[config.mk]
export PLATFORM = sky130hd
export DESIGN_NAME = hazard_ctl
export DESIGN_NICKNAME = d
export VERILOG_FILES = /design/src/rtl/hazard_ctl.sv
export SDC_FILE = /design/constraint.sdc
export NUM_CORES = 1
export LEC_CHECK = 0
export CORE_UTILIZATION = 40
export CTS_BUF_LIST = sky130_fd_sc_hd__clkbuf_4
export DETAILED_ROUTE_END_ITERATION = 8
export PLACE_DENSITY_LB_ADDON = 0.12
export RECOVER_POWER = 50
export REMOVE_ABC_BUFFERS = 1
export SLEW_MARGIN = 5
export SYNTH_ARGS = -nofsm -noshare
export SYNTH_HDL_FRONTEND = slang
export SYNTH_SLANG_ARGS = --single-unit
[constraint.sdc]
create_clock -name clk -period 2.6 [get_ports clk]
set_input_delay 0.65 -clock clk [delete_from_list [all_inputs] [get_ports clk]]
set_output_delay 0.65 -clock clk [all_outputs]
set_load 0.02 [all_outputs]
[src/rtl/hazard_ctl.sv]
// Pipeline hazard/sequencing controller: stall and clear controls for PC, IF/ID, ID/EX.
// Latency: all outputs combinational from current state and inputs; state moves on clk rise.
// Backpressure: holds stages during memory waits, divides and load-use; a trap overrides all.
// Optional feature: define HAZARD_MULDIV_EN to build multi-cycle divide sequencing.
module hazard_ctl #(
  parameter int DIV_CYCLES   = 64,
  parameter int FLUSH_CYCLES = 2
) (
  input  logic       clk,
  input  logic       rst_n,
  input  logic       id_valid,
  input  logic [4:0] id_rs1,
  input  logic [4:0] id_rs2,
  input  logic       id_uses_rs2,
  input  logic       ex_valid,
  input  logic [4:0] ex_rd,
  input  logic       ex_load,
  input  logic       ex_muldiv,
  input  logic       mem_req,
  input  logic       mem_ack,
  input  logic       bj_en,
  input  logic       trap_en,
  output logic       stall_pc,
  output logic       stall_if_id,
  output logic       stall_id_ex,
  output logic       clear_if_id,
  output logic       clear_id_ex,
  output logic       busy
);

  typedef enum logic [1:0] {
    IDLE     = 2'd0,
    MEM_WAIT = 2'd1,
    FLUSH    = 2'd2
`ifdef HAZARD_MULDIV_EN
    , DIV_BUSY = 2'd3
`endif
  } state_t;

  // Reload values; FLUSH_CYCLES of 0 never enters FLUSH, so its load is irrelevant.
  localparam logic [3:0] FLOAD = 4'((FLUSH_CYCLES > 0) ? FLUSH_CYCLES - 1 : 0);
  localparam logic [7:0] DLOAD = 8'(DIV_CYCLES - 1);

  state_t     state, state_nxt;
  logic [3:0] fcnt, fcnt_nxt;
  logic       luse, mwait, dhold;
  logic       s_pc, s_if_id, s_id_ex, c_if_id, c_id_ex;

`ifdef HAZARD_MULDIV_EN
  logic [7:0] cnt, cnt_nxt;
  logic       dstart;
  assign dstart = (state == IDLE) & ex_valid & ex_muldiv;
  assign dhold  = dstart | ((state == DIV_BUSY) & (cnt != 8'd0));
`else
  // Divide is single-cycle or absent in this build: nothing ever holds EX for it.
  logic [8:0] cfg_unused;
  assign cfg_unused = {ex_muldiv, DLOAD};
  assign dhold      = 1'b0;
`endif

  assign luse  = id_valid & ex_valid & ex_load & (ex_rd != 5'd0) &
                 ((ex_rd == id_rs1) | (id_uses_rs2 & (ex_rd == id_rs2)));
  assign mwait = mem_req & ~mem_ack;

  // Output decode by priority: trap/flush, memory wait, divide hold, load-use, redirect.
  always_comb begin
    s_pc    = 1'b0;
    s_if_id = 1'b0;
    s_id_ex = 1'b0;
    c_if_id = 1'b0;
    c_id_ex = 1'b0;
    if (trap_en || state == FLUSH) begin
      c_if_id = 1'b1;
      c_id_ex = 1'b1;
    end else if (mwait || dhold) begin
      s_pc    = 1'b1;
      s_if_id = 1'b1;
      s_id_ex = 1'b1;
    end else if (luse) begin
      s_pc    = 1'b1;
      s_if_id = 1'b1;
      c_id_ex = 1'b1;
    end else if (bj_en) begin
      c_if_id = 1'b1;
      c_id_ex = 1'b1;
    end
  end

  // Outputs are forced low while reset is held, whatever the inputs are doing.
  assign stall_pc    = rst_n & s_pc;
  assign stall_if_id = rst_n & s_if_id;
  assign stall_id_ex = rst_n & s_id_ex;
  assign clear_if_id = rst_n & c_if_id;
  assign clear_id_ex = rst_n & c_id_ex;
  assign busy        = rst_n & (state != IDLE);

  // Next-state: a trap abandons any divide or memory wait and (re)starts the flush window.
  always_comb begin
    state_nxt = state;
    fcnt_nxt  = fcnt;
`ifdef HAZARD_MULDIV_EN
    cnt_nxt   = cnt;
`endif
    if (trap_en) begin
      if (FLUSH_CYCLES > 0) begin
        state_nxt = FLUSH;
        fcnt_nxt  = FLOAD;
      end else begin
        state_nxt = IDLE;
        fcnt_nxt  = 4'd0;
      end
`ifdef HAZARD_MULDIV_EN
      cnt_nxt = 8'd0;
`endif
    end else begin
      case (state)
        FLUSH: begin
          if (fcnt == 4'd0) state_nxt = IDLE;
          else              fcnt_nxt  = fcnt - 4'd1;
        end
        MEM_WAIT: begin
          if (!mwait) state_nxt = IDLE;
        end
`ifdef HAZARD_MULDIV_EN
        DIV_BUSY: begin
          // A memory wait freezes the divide; the last counted cycle hands back to IDLE.
          if (!mwait) begin
            if (cnt <= 8'd1) begin
              state_nxt = IDLE;
              cnt_nxt   = 8'd0;
            end else begin
              cnt_nxt = cnt - 8'd1;
            end
          end
        end
`endif
        default: begin
          if (mwait) begin
            state_nxt = MEM_WAIT;
`ifdef HAZARD_MULDIV_EN
          end else if (dstart) begin
            state_nxt = DIV_BUSY;
            cnt_nxt   = DLOAD;
`endif
          end
        end
      endcase
    end
  end

  // State register with asynchronous reset back to IDLE.
  always_ff @(posedge clk or negedge rst_n) begin
    if (!rst_n) begin
      state <= IDLE;
      fcnt  <= 4'd0;
`ifdef HAZARD_MULDIV_EN
      cnt   <= 8'd0;
`endif
    end else begin
      state <= state_nxt;
      fcnt  <= fcnt_nxt;
`ifdef HAZARD_MULDIV_EN
      cnt   <= cnt_nxt;
`endif
    end
  end

endmodule

==> out/results.tsv, run 1 <==
metric	value	unit
synth_area_leaders	dfrtp_1 (26%), xnor2_1 (18%), ha_1 (11%)	
power	0.531	mW
syn_area_per_cell	8.16	um2
clk_pin_slew_worst_paths	40	ps
fin_hold_ws	512	ps
viasPerCell	5.02	
htreeDepth	1	
grtUsageTotal	17.6	%
final_cell_mix	xnor2_1 (11), dlymetal6s2s_1 (10), nand2_1 (8), clkdlybuf4s50_1 (8), buf_4 (8)	
tightestPinTransition	397	ps
antenna_cells	0	
placed_cell_area	943	um2
wire_per_inst	12.3	um
slew_headroom	73.3	%
cts_max_path_buffers	2	
regArea	150	um2
power.density	547	nW/um2
port-buffer-count	30	
post-route-period-util	97.1	%
num_vias	628	
r2r_slack	1010	ps
skew	1.72	ps
yosys_warnings	0	
grt_pass1_vias	508	
coreArea	1320	um2
start_util	44.0	%
timing.fmax	0.396	GHz
required	1950	ps
crit_path_end_kind	output port	
io_pins	32	
die_w	40.1	um
setup_viol	0	
final_nets	143	
critPathMaxStageDelay	280	ps
post-route-drc-count	0	
die_area	1600	um2
hp-class	reg -> reg	
post_cts.repair.setup_buffers	0	
period_needed	2520	ps
syn-cell-area	579	um2
synth-seq-cells	6	
worstSetupPathType	in -> out	
antenna_found_initial	0	
clockRootBuffer	clkbuf_4	
final_cells	125	
num-fill-cells	106	
numCtsBuffers	3	
final_antenna_net_count	0	
dpl.hpwl	1.20	mm
dr.pass1.iters	2	
gp_congestion	0.752	
clock_latency	230	ps
rows	13	
grt_pass1_wl	1.89	mm
overflow	0	
yosysTopAreaCell	dfrtp_1	
cts_tree	done	
place_inst	122	
die_height	40.1	um
drt_iter0_markers	3	
grt_max_degree	7	
critPathTopFamily	buffers and inverters	
cp_slowest_cell	dlygate4sd2_1	
arrival	1870	ps
final_common_cell	xnor2_1	
rsz0062_at_grt	false	
synthDominantCellAreaShare	25.9	%
worstPathMaxFanout	3	
drv_slew	0	
area_delta_synth_final	67.8	%
drive_gt1_share	15.5	%
crit_path_start_kind	primary input	
synth.distinct_cells	25	
multiInputGateArea	412	um2
worst-path-buf-inv	2	
cp_cell_sequence	dlygate4sd2_1, xnor2_1, nand3_1, o22ai_2, a21oi_1, nor2_1, buf_4	
stdcell_area	972	um2
status	complete, no violations	
vdd_drop_max	0.000402	V
drv_cap	0	
postLayoutCoreUtil	73.8	%
synth_cells	71	
seq_area_frac_synth	25.9	%
p_leak	0.513	nW
hold_violations	0	
cts_sinks	6	
drt-total-wl	1.53	mm
## where the power goes
group,switching [mW],internal [mW]
Sequential,0.0271,0.123
Combinational,0.152,0.150
Clock,0.0276,0.0518
## synth_stat cells
library cell  instances
nand2_1               8
xor2_1                1
buf_4                 1
nand3_1               4
inv_1                 4
dfrtp_1               6
a21o_1                1
nand4_1               2
nor2b_1               2
o22ai_1               1
ha_1                  5
o21ai_1               1
o21ai_0               1
inv_2                 1
o31a_2                1
nor2_1                6
a21oi_1               4
o31ai_2               1
nand2b_1              3
nor4_1                1
nor3_1                1
nor3_2                1
o21a_1                1
xnor2_1              12
o21bai_1              2
## flip-flops by register name, summed over array words and instances (netlist names)
name   cells
state      2
fcnt       4
## per-stage QoR
stage | worst slack [ps] | setup TNS (ps)
after global routing | 7.33 | 0
after detailed placement | -631 | -2600
after floorplan | 245 | 0
after CTS | -11.2 | -20.5
final | 75.6 | 0
after global placement | -584 | -2440
## area by class of cell
type	count	share of cell area, %
multi-input cells	59	42.3
repair buffers	37	36.0
flip-flops and latches	6	15.4
clock buffers	3	2.32
inverters	5	1.93
well taps	15	1.93
## worst paths after layout
path / start / endpoint / cells after the start
setup / recovery: ex_rd[1] / stall_pc / 7
hold / removal: state[1] / state[1] / 1
setup reg to reg: fcnt[0] / state[1] / 7
hold reg to reg: state[1] / state[1] / 1
max in group asynchronous: rst_n / fcnt[1] / 3
min in group asynchronous: rst_n / state[1] / 3
## per-layer routing
layer,part of all wire (%),global-route usage [%],vias up
met5,0,0,-
met4,0,5.17,0
met3,11,6.11,0
met2,50,32.7,21
met1,39,18.4,287
li1,-,-,320
## timing repair
item                       4_1_cts  5_1_grt
hold buffers                     0        0
gates cloned                     0        0
hold endpoints to repair         0        0
pin swaps                        1       14
gates resized for setup         26       11
setup endpoints to repair        6        4
## logic make-up (layout without fill, tap and decap cells)
| kind of cell | count (synthesis) | count (layout) | synth area share (%) |
|---|---|---|---|
| DFF | 6 | 6 | 25.9 |
| AOI/OAI and AO/OA | 13 | 13 | 15.3 |
| xor gates and xnor gates | 13 | 13 | 19.7 |
| and+or+nand+nor | 28 | 28 | 23.8 |
| buffers and inverters | 6 | 45 | 4.53 |
| adders and majority gates | 5 | 5 | 10.8 |
No activity file was read; power rests on OpenSTA's default activity.
==> run 2, diff against run 1 <==
GPL_ROUTABILITY_DRIVEN = 0   (was default)
SKIP_CTS_REPAIR_TIMING = 1   (was default)
==> run 2 against run 1 <==
Against the previous run: clock power barely moved; sequential share of layout area is 0.23 points lower; first-iteration DRC count is 100% higher; clock skew about the same; fmax up 2.6%; die area unchanged; global-route usage fell by 0.46 points; register-to-register slack about the same; critical endpoint unchanged; highest routed layer unchanged.
==> out/results.tsv, run 2 (synthesis results as in run 1) <==
metric	value	unit
drt_iter0_markers	6	
die_area	1600	um2
min_from	state[1]	
final_nets	143	
crit_path_start_kind	primary input	
reg.largest.list	fcnt (4), state (2)	
crit_path_end_kind	output port	
p_leak	0.567	nW
viasPerCell	4.99	
worstSetupPathType	in -> out	
coreArea	1320	um2
overflow	0	
drv_slew	0	
timing.fmax	0.406	GHz
r2r_cells	7	
setup_viol	0	
port-buffer-count	30	
cts_tree	done	
final_cell_mix	dlymetal6s2s_1 (17), xnor2_1 (12), nand2_1 (8), clkdlybuf4s50_1 (8), buf_4 (7)	
final_antenna_net_count	0	
swShare	38.5	%
antenna_found_initial	0	
tightestPinTransition	399	ps
hp-class	reg -> reg	
die_height	40.1	um
die_w	40.1	um
grt_pass1_vias	500	
htreeDepth	1	
worstPathMaxFanout	3	
dpl.hpwl	1.20	mm
rows	13	
critPathMaxStageDelay	450	ps
largest_register_ffs	4	
area_delta_synth_final	70.4	%
largest-register	fcnt	
fin_hold_ws	510	ps
antenna_cells	0	
dr.pass1.iters	3	
comb_power_share	57.0	%
period_needed	2460	ps
power_switching	0.205	mW
power_frac_seq	28.1	%
drive_gt1_share	13.6	%
cts_max_path_buffers	2	
arrival	1810	ps
status	complete, no violations	
r2r_start	fcnt[0]	
start_util	44.0	%
postLayoutCoreUtil	74.9	%
numCtsBuffers	3	
skew	1.63	ps
critPathTopFamily	buffers and inverters	
post-route-period-util	94.6	%
drv_cap	0	
power.internal	0.328	mW
timing.rr.end	state[1]	
power	0.534	mW
hold_violations	0	
vdd_drop_max	0.000386	V
slew_headroom	73.2	%
hold_end	state[1]	
cp_cell_sequence	clkdlybuf4s50_1, nand3_1, a21oi_1, a21oi_1, nor2_1, buf_2	
min_path_cells	1	
io_pins	32	
r2r_slack	1010	ps
cp_slowest_cell	clkdlybuf4s50_1	
crit_top_cell	a21oi_1	
final_common_cell	dlymetal6s2s_1	
drt-total-wl	1.49	mm
grt_max_degree	7	
grtUsageTotal	17.2	%
worst-path-buf-inv	2	
cts_sinks	6	
clock_latency	230	ps
pwr-share-clk	14.9	%
clockRootBuffer	clkbuf_4	
post-route-drc-count	0	
wire_per_inst	11.9	um
rsz0062_at_grt	false	
grt_pass1_wl	1.84	mm
power.density	541	nW/um2
required	1950	ps
num_vias	624	
clk_pin_slew_worst_paths	40	ps
==> run 2: how the worst max path moves through the flow <==
stage,from,depth (start not counted),slack [ps],to
2_1_floorplan,ex_rd[4],5,240,stall_if_id
5_1_grt,id_valid,6,60,stall_pc
4_1_cts,ex_rd[1],7,-640,stall_pc
3_5_place_dp,ex_rd[4],7,-630,stall_pc
6_report,id_valid,6,140,stall_pc
3_3_place_gp,ex_rd[1],7,-580,stall_if_id
==> run 2: area by class of cell <==
cell class,instances,area (um2)
clock buffer,3,22.5
fill,106,330
inverter,5,18.8
multi-input combinational,59,404
sequential,6,150
tap,15,18.8
timing repair buffer,37,373
==> run 2: worst register-to-register path: cells and delay by family, from the launching register on <==
kind                       cells  cell delay [ps]
adders and majority gates      1              140
buffers and inverters          2              140
AOI/OAI and AO/OA              3              700
and+or+nand+nor                1              110
DFF                            1              390
==> run 2: through the flow <==
step | worst slack (ps) | TNS (ps) | instances | area (um2)
5_1_grt | 59.4 | 0 | 125 | 987
2_1_floorplan | 245 | 0 | 70 | 572
3_5_place_dp | -631 | -2600 | 122 | 943
3_3_place_gp | -584 | -2440 | 122 | 943
4_1_cts | -641 | -2640 | 125 | 966
6_report | 140 | 0 | 125 | 987
==> run 2: power by group through the flow <==
stage | clock network, mW | logic, mW | registers, mW
after floorplan | 0 | 0.212 | 0.148
after global placement | 0 | 0.317 | 0.151
after detailed placement | 0 | 0.318 | 0.153
after CTS | 0.0830 | 0.323 | 0.151
after global routing | 0.0872 | 0.338 | 0.154
final | 0.0793 | 0.305 | 0.150
==> run 2: routing by layer <==
| layer | vias to the layer above | share of wire (%) | global-route usage [%] |
|---|---|---|---|
| li1 | 318 | - | - |
| met1 | 285 | 39 | 17.7 |
| met2 | 21 | 49 | 31.9 |
| met3 | 0 | 12 | 6.11 |
| met4 | 0 | 0 | 5.17 |
| met5 | - | 0 | 0 |
